--- src/rtl/pipe_ctrl.sv ---
// Stall vector generation and multi-cycle EX sequencer for the five-stage core.
// The sequencer counts EX occupancy and pulses mc_done when a multi-cycle result is final.
module pipe_ctrl #(
    parameter int CNT_W  = 6,
    parameter int STAT_W = 16
) (
    input  logic              Clk,
    input  logic              Rst_n,
    input  logic              stallreq_id,
    input  logic              mc_start,
    input  logic [CNT_W-1:0]  mc_len,
    input  logic              mc_abort,
    output logic [5:0]        stall,
    output logic              mc_busy,
    output logic [CNT_W-1:0]  mc_cnt,
    output logic              mc_done,
    output logic [STAT_W-1:0] stall_cnt
);

    typedef enum logic [1:0] {
        IDLE = 2'd0,
        RUN  = 2'd1,
        DONE = 2'd2
    } state_t;

    localparam logic [CNT_W-1:0]  CNT_ONE  = CNT_W'(1);
    localparam logic [STAT_W-1:0] STAT_ONE = STAT_W'(1);

    state_t           state, state_nxt;
    logic [CNT_W-1:0] len_q, len_nxt, cnt_nxt, len_eff;
    logic             ex_req;

    // A zero length still costs one stall cycle.
    assign len_eff = (mc_len == '0) ? CNT_ONE : mc_len;

    always_ff @(posedge Clk or negedge Rst_n) begin
        if (!Rst_n) begin
            state  <= IDLE;
            mc_cnt <= '0;
            len_q  <= CNT_ONE;
        end else begin
            state  <= state_nxt;
            mc_cnt <= cnt_nxt;
            len_q  <= len_nxt;
        end
    end

    always_comb begin
        state_nxt = state;
        cnt_nxt   = mc_cnt;
        len_nxt   = len_q;
        if (mc_abort) begin
            state_nxt = IDLE;
            cnt_nxt   = '0;
        end else begin
            case (state)
                IDLE: begin
                    if (mc_start) begin
                        len_nxt   = len_eff;
                        cnt_nxt   = CNT_ONE;
                        state_nxt = (len_eff == CNT_ONE) ? DONE : RUN;
                    end
                end
                RUN: begin
                    if (mc_cnt == len_q - CNT_ONE) begin
                        state_nxt = DONE;
                        cnt_nxt   = len_q;
                    end else begin
                        cnt_nxt = mc_cnt + CNT_ONE;
                    end
                end
                // The instruction still showing mc_start leaves EX at this edge.
                DONE: begin
                    state_nxt = IDLE;
                    cnt_nxt   = '0;
                end
                default: begin
                    state_nxt = IDLE;
                    cnt_nxt   = '0;
                end
            endcase
        end
    end

    assign ex_req  = ~mc_abort & (((state == IDLE) & mc_start) | (state == RUN));
    assign mc_busy = (state != IDLE);
    assign mc_done = (state == DONE);

    always_comb begin
        stall = 6'b000000;
        if (!Rst_n) begin
            stall = 6'b000000;
        end else if (ex_req) begin
            stall = 6'b001111;
        end else if (stallreq_id && !mc_abort) begin
            stall = 6'b000111;
        end
    end

    always_ff @(posedge Clk or negedge Rst_n) begin
        if (!Rst_n) begin
            stall_cnt <= '0;
        end else if (stall[0] && (stall_cnt != '1)) begin
            stall_cnt <= stall_cnt + STAT_ONE;
        end
    end

endmodule

--- config.mk ---
export PLATFORM = sky130hd
export DESIGN_NAME = pipe_ctrl
export DESIGN_NICKNAME = d
export VERILOG_FILES = /design/src/rtl/pipe_ctrl.sv
export SDC_FILE = /design/constraint.sdc
export NUM_CORES = 1
export LEC_CHECK = 0
export BUFFER_PORTS_ARGS = -buffer_cell sky130_fd_sc_hd__buf_2
export CAP_MARGIN = 20
export CORE_UTILIZATION = 50
export CTS_BUF_LIST = sky130_fd_sc_hd__clkbuf_2 sky130_fd_sc_hd__clkbuf_4 sky130_fd_sc_hd__clkbuf_8
export DETAILED_ROUTE_END_ITERATION = 7
export HOLD_SLACK_MARGIN = 0.1
export PLACE_DENSITY = 0.75
export SLEW_MARGIN = 20
export SYNTH_ARGS = -nofsm -noshare
export SYNTH_HDL_FRONTEND = slang
export SYNTH_SLANG_ARGS = --single-unit
--- constraint.sdc ---
create_clock -name Clk -period 4.5 [get_ports Clk]
set_clock_uncertainty 0.2 [all_clocks]
set_input_delay 0.9 -clock Clk [delete_from_list [all_inputs] [get_ports Clk]]
set_output_delay 0.9 -clock Clk [all_outputs]
set_load 0.02 [all_outputs]
==> impl_metrics.env, run 1 <==
export IMPL_fp_dieH_um=61.1
export IMPL_power_density_nw_per_um2=374
export IMPL_h_tree_depth=2
export IMPL_port_buffers=38
export IMPL_path_cells="or2_2, nor3b_2, o21a_1, buf_2"
export IMPL_area_growth_pct=15.5
export IMPL_synth_common_cells="29 x dfrtp_1, 16 x nand2_1, 12 x xnor2_1"
export IMPL_worstPathBufferInverterCount=1
export IMPL_antenna_left=0
export IMPL_clk_pin_slew_ns=0.10
export IMPL_synthTopCellsByArea="dfrtp_1 42%, xnor2_1 6.0%, xor2_1 4.0%"
export IMPL_yosysMostFrequentCell="dfrtp_1"
export IMPL_n_fill_cell=308
export IMPL_yosysUniqueCellTypes=50
export IMPL_netlist_area_um2=1750
export IMPL_grt_pass1_vias=1294
export IMPL_p_leak_nw=0.965
export IMPL_synth_edff_count=0
export IMPL_vias=1435
export IMPL_yosys_warnings=0
export IMPL_grt_ovfl_total=0
export IMPL_maxSlewViolCount=0
export IMPL_critPathTopFamily="simple AND/OR/NAND/NOR gates"
export IMPL_initial_core_util_pct=52.3
export IMPL_insertion_delay_ns=0.34
export IMPL_fp_dieW_um=61.1
export IMPL_drive_above_1_share_pct=30.6
export IMPL_core_area_um2=3340
export IMPL_setup_tns_ns=0
export IMPL_power_uw=754
export IMPL_crit_type="flop to output port"
export IMPL_cp_slowest_cell="nor3b_2"
export IMPL_peakVddDrop_mv=0.326
export IMPL_drv_cap=0
export IMPL_fin_crit_sh_pct=71.0
export IMPL_end_kind="output port"
export IMPL_synthDominantCellAreaShare_pct=41.5
export IMPL_num_rows=21
export IMPL_rsz0062_at_grt="no"
export IMPL_yosysTopAreaCell="dfrtp_1"
export IMPL_track_usage_pct=22.3
export IMPL_setup_viol=0
export IMPL_post_cts_resized=0
export IMPL_status="completed"
export IMPL_synth_seq_cells=30
export IMPL_ys_seq_area_share_pct=43.1
export IMPL_cts_max_path_buffers=2
export IMPL_slew_headroom_pct=44.7
export IMPL_synth_ff_type="dfrtp_1"
export IMPL_pre_cts_ws_ns=1.48
export IMPL_finalCriticalPeriod_ns=3.20
export IMPL_tightest_slew_ns=0.818
export IMPL_async_flop_share_pct=100
export IMPL_first_pass_iters=4
export IMPL_cts_root_buf="clkbuf_4"
export IMPL_vias_per_cell=5.48
export IMPL_required_ns=3.40
export IMPL_wirelength_um=3690
export IMPL_synth_avg_cell_area_um2=9.87
export IMPL_cts_tree="built"
export IMPL_syn_inst=177
export IMPL_place_congestion=0.853
export IMPL_dieArea_um2=3730
export IMPL_dr_first_iter_drc_count=85
export IMPL_n_antenna_cell=0
export IMPL_cts_hold_buffers=0
export IMPL_min_path_type="input port to async pin"
export IMPL_fmax_mhz=313
export IMPL_dpl_hpwl_um=2710
export IMPL_drc=0
export IMPL_antenna_found_initial=0
export IMPL_ios=41
export IMPL_cts_setup_buffers=0
export IMPL_cts_buffers=5
export IMPL_max_stage_delay_ns=0.54
export IMPL_setup_ws_ns=1.30
export IMPL_nets=229
export IMPL_grt_max_degree=19
export IMPL_numClockSinks=30
export IMPL_crit_fanout=11
export IMPL_final_hold_violation_count=0
export IMPL_grt_first_pass_wirelength_um=5910
export IMPL_worst_ep_arrival_time_ns=2.10
export IMPL_wl_per_cell_um=14.1
export IMPL_critPathLaunchType="flop"
export IMPL_fin_util_pct=60.5
-- cells in the final DEF, fill, tap and decap left out, drive strengths merged, types with 2 or more instances in the layout --
cell / n
buf: 39
dfrtp: 29
nand2: 17
xnor2: 12
nand3: 10
nor2: 9
xor2: 8
inv: 7
and3: 6
nand4: 6
nor3: 6
o21ai: 6
clkbuf: 6
o21a: 4
mux2: 4
nor2b: 4
or2: 3
and2: 3
o22ai: 3
ha: 3
o311ai: 3
nand3b: 2
a21oi: 2
conb: 2
nor4: 2
or3b: 2
a211oi: 2
o211ai: 2
-- routing by layer --
| metal | vias up | GRT usage (%) | part of all wire, % |
|---|---|---|---|
| li1 | 700 | - | - |
| met1 | 691 | 27.7 | 45 |
| met2 | 39 | 35.1 | 49 |
| met3 | 5 | 7.77 | 4.4 |
| met4 | 0 | 9.74 | 1.5 |
| met5 | - | 0 | 0 |
-- power breakdown --
group          switching [mW]  internal [mW]  leakage (nW)
combinational           0.129         0.0910         0.547
clock                   0.104         0.0750        0.0343
sequential             0.0474          0.307         0.383
-- metrics by stage --
| stage | area, um^2 | hold WS (ns) | std cells |
|---|---|---|---|
| after floorplan | 1750 | 0.301 | 178 |
| after global placement | 1950 | 0.282 | 254 |
| after detailed placement | 1950 | 0.286 | 254 |
| final | 2020 | 0.274 | 262 |
| after CTS | 2020 | 0.275 | 262 |
| after global routing | 2020 | 0.285 | 262 |
-- area by class of cell --
cell class                      instances  area, um^2  area share, %
Multi-Input combinational cell        132         921           45.6
Sequential cell                        30         752           37.3
Timing Repair Buffer                   39         198           9.80
Tap cell                               46        57.6           2.85
Clock buffer                            6        51.3           2.54
Inverter                                7        26.3           1.30
Clock inverter                          2        12.5          0.620
-- sequential cells by signal, summed over array words and instances, names as in the netlist --
register / cells
len_q: 6
mc_cnt: 6
stall_cnt: 16
state: 2
-- worst paths after layout --
kind | startpoint | endpoint | slack (ns) | cells past startpoint
min in group Clk | stall_cnt[5]$_DFFE_PN0P_ | stall_cnt[5]$_DFFE_PN0P_ | 0.29 | 1
hold / removal | Rst_n | mc_cnt[2]$_DFFE_PN0P_ | 0.27 | 1
setup reg to reg | len_q[1]$_DFFE_PN0P_ | mc_cnt[2]$_DFFE_PN0P_ | 2.17 | 7
hold reg to reg | stall_cnt[5]$_DFFE_PN0P_ | stall_cnt[5]$_DFFE_PN0P_ | 0.29 | 1
max in group asynchronous | Rst_n | mc_cnt[0]$_DFFE_PN0P_ | 3.26 | 2
setup / recovery | state[0]$_DFFE_PN0P_ | stall[3] | 1.30 | 4
-- logic make-up (layout without fill, tap and decap cells) --
logic type / after synthesis / after routing / synth area share, %
AO/OA/AOI/OAI: 29 / 29 / 13.5
multiplexers: 4 / 4 / 2.58
buffers and inverters: 16 / 54 / 4.44
XOR/XNOR: 20 / 20 / 10.0
AND/OR/NAND/NOR: 74 / 74 / 24.0
other: 1 / 2 / 0.215
flip-flops: 30 / 30 / 43.1
adder cells (fa/ha/maj): 3 / 3 / 2.15
Note: power is estimated with default switching activity, not from simulation.
==> run 2: changes to the inputs <==
==> constraint.sdc (replaced) <==
create_clock -name Clk -period 3.3 [get_ports Clk]
set_clock_uncertainty 0.2 [all_clocks]
set_input_delay 0.66 -clock Clk [delete_from_list [all_inputs] [get_ports Clk]]
set_output_delay 0.66 -clock Clk [all_outputs]
set_load 0.02 [all_outputs]
==> run 2 against run 1 <==
Die area did not move; clock power is 120% higher; largest cell class unchanged; flip-flop and latch count stayed put; first-iteration DRC count up 2.4%; non-clock buffer count up 1; wire length grew 2.5%; register-to-register slack lost 1.2 ns; worst setup slack worse by 0.71 ns; core utilization grew 1.6 points; cell count up 0.38%.
==> impl_metrics.env, run 2 (synthesis results as in run 1) <==
export IMPL_fmax_mhz=369
export IMPL_critPathLaunchType="flop"
export IMPL_setup_ws_ns=0.590
export IMPL_cts_root_buf="clkbuf_4"
export IMPL_antenna_found_initial=0
export IMPL_port_buffers=38
export IMPL_max_stage_delay_ns=0.49
export IMPL_seq_area_um2=752
export IMPL_finalCriticalPeriod_ns=2.71
export IMPL_grt_ovfl_total=0
export IMPL_critPathTopFamily="simple AND/OR/NAND/NOR gates"
export IMPL_wirelength_um=3790
export IMPL_numClockSinks=30
export IMPL_core_area_um2=3340
export IMPL_insertion_delay_ns=0.33
export IMPL_hold_slack_ns=0.168
export IMPL_wl_per_cell_um=14.4
export IMPL_cts_hold_buffers=0
export IMPL_drv_cap=0
export IMPL_use_met2_pct=37.0
export IMPL_cp_slowest_cell="dfrtp_1"
export IMPL_cts_max_path_buffers=2
export IMPL_largest_registers="stall_cnt x16, len_q x6, mc_cnt x6"
export IMPL_mostFrequentLayoutCell="buf_2"
export IMPL_p_sw_share_pct=32.1
export IMPL_vias_per_cell=5.54
export IMPL_crit_type="flop to output port"
export IMPL_grt_busiest_layer="met2"
export IMPL_grt_max_degree=32
export IMPL_num_rows=21
export IMPL_worstPathBufferInverterCount=2
export IMPL_antenna_left=0
export IMPL_rsz0062_at_grt="no"
export IMPL_clk_pin_slew_ns=0.10
export IMPL_p_leak_nw=0.994
export IMPL_power_mw=1.18
export IMPL_pre_cts_ws_ns=0.919
export IMPL_slew_headroom_pct=44.1
export IMPL_peakVddDrop_mv=0.488
export IMPL_combPwrFrac_pct=25.6
export IMPL_power_frac_seq_pct=41.2
export IMPL_n_fill_cell=300
export IMPL_tightest_slew_ns=0.828
export IMPL_largest_register="stall_cnt"
export IMPL_dieArea_um2=3730
export IMPL_required_ns=2.44
export IMPL_p_int_uw=800
export IMPL_grt_pass1_vias=1347
export IMPL_maxSlewViolCount=0
export IMPL_multi_input_area_um2=921
export IMPL_cts_setup_buffers=0
export IMPL_h_tree_depth=2
export IMPL_clkPwrFrac_pct=33.2
export IMPL_power_density_nw_per_um2=569
export IMPL_worst_ep_arrival_time_ns=1.85
export IMPL_drc=0
export IMPL_path_cells="or2_2, nor3b_2, buf_4, o21a_1, buf_2"
export IMPL_fin_crit_sh_pct=82.1
export IMPL_area_growth_pct=18.7
export IMPL_dp_cells=255
export IMPL_r2r_slack_ns=0.99
export IMPL_vias=1456
export IMPL_dr_first_iter_drc_count=87
export IMPL_first_pass_iters=4
export IMPL_min_path_type="input port to async pin"
export IMPL_cts_tree="built"
export IMPL_initial_core_util_pct=52.3
export IMPL_place_congestion=0.849
export IMPL_largest_register_ff_count=16
export IMPL_p_switching_uw=379
export IMPL_fp_dieH_um=61.1
export IMPL_setup_viol=0
export IMPL_mostFrequentLayoutCells="38 x buf_2, 29 x dfrtp_1, 16 x nand2_1"
export IMPL_end_kind="output port"
export IMPL_crit_fanout=11
export IMPL_dpl_hpwl_um=2800
export IMPL_final_hold_violation_count=0
export IMPL_gr_usage_met3_pct=7.56
export IMPL_fp_dieW_um=61.1
export IMPL_status="completed"
export IMPL_drive_above_1_share_pct=30.9
export IMPL_instances_no_fill=263
export IMPL_nets=230
export IMPL_n_antenna_cell=0
export IMPL_use_met1_pct=28.6
export IMPL_post_cts_resized=0
export IMPL_ios=41
export IMPL_grt_first_pass_wirelength_um=6150
export IMPL_track_usage_pct=22.9
export IMPL_cts_buffers=5
export IMPL_setup_tns_ns=0
## run 2: layout make-up
cell class	instances	area share (%)
multi-input combinational	132	44.4
sequential	30	36.3
timing repair buffer	40	9.90
clock inverter	2	2.90
tap	46	2.78
clock buffer	6	2.47
inverter	7	1.27
## run 2: final timing paths
| kind | start | to | cells after the start |
|---|---|---|---|
| max | state[0]$_DFFE_PN0P_ | stall[3] | 5 |
| min | Rst_n | mc_cnt[4]$_DFFE_PN0P_ | 2 |
| max reg2reg | len_q[1]$_DFFE_PN0P_ | mc_cnt[2]$_DFFE_PN0P_ | 7 |
| min reg2reg | stall_cnt[5]$_DFFE_PN0P_ | stall_cnt[5]$_DFFE_PN0P_ | 1 |
| max in group asynchronous | Rst_n | len_q[0]$_DFFE_PN1P_ | 2 |
| min in group Clk | stall_cnt[5]$_DFFE_PN0P_ | stall_cnt[5]$_DFFE_PN0P_ | 1 |
## run 2: metal layers
layer,up-vias,part of all wire (%)
met5,-,0
met2,44,50
met4,0,0.90
met3,6,4.9
met1,701,44
li1,705,-
## run 2: power by group through the flow
stage | clock [mW] | sequential (mW) | combinational, mW
after floorplan | 0 | 0.516 | 0.185
after global placement | 0 | 0.490 | 0.299
after detailed placement | 0 | 0.493 | 0.302
after CTS | 0.399 | 0.485 | 0.304
after global routing | 0.416 | 0.494 | 0.331
final | 0.391 | 0.486 | 0.302
## run 2: stage by stage
step / area (um^2) / util, %
2_1_floorplan: 1750 / -
3_3_place_gp: 1960 / 58.8
3_5_place_dp: 1960 / 58.8
4_1_cts: 2070 / 62.1
5_1_grt: 2070 / 62.1
6_report: 2070 / 62.1
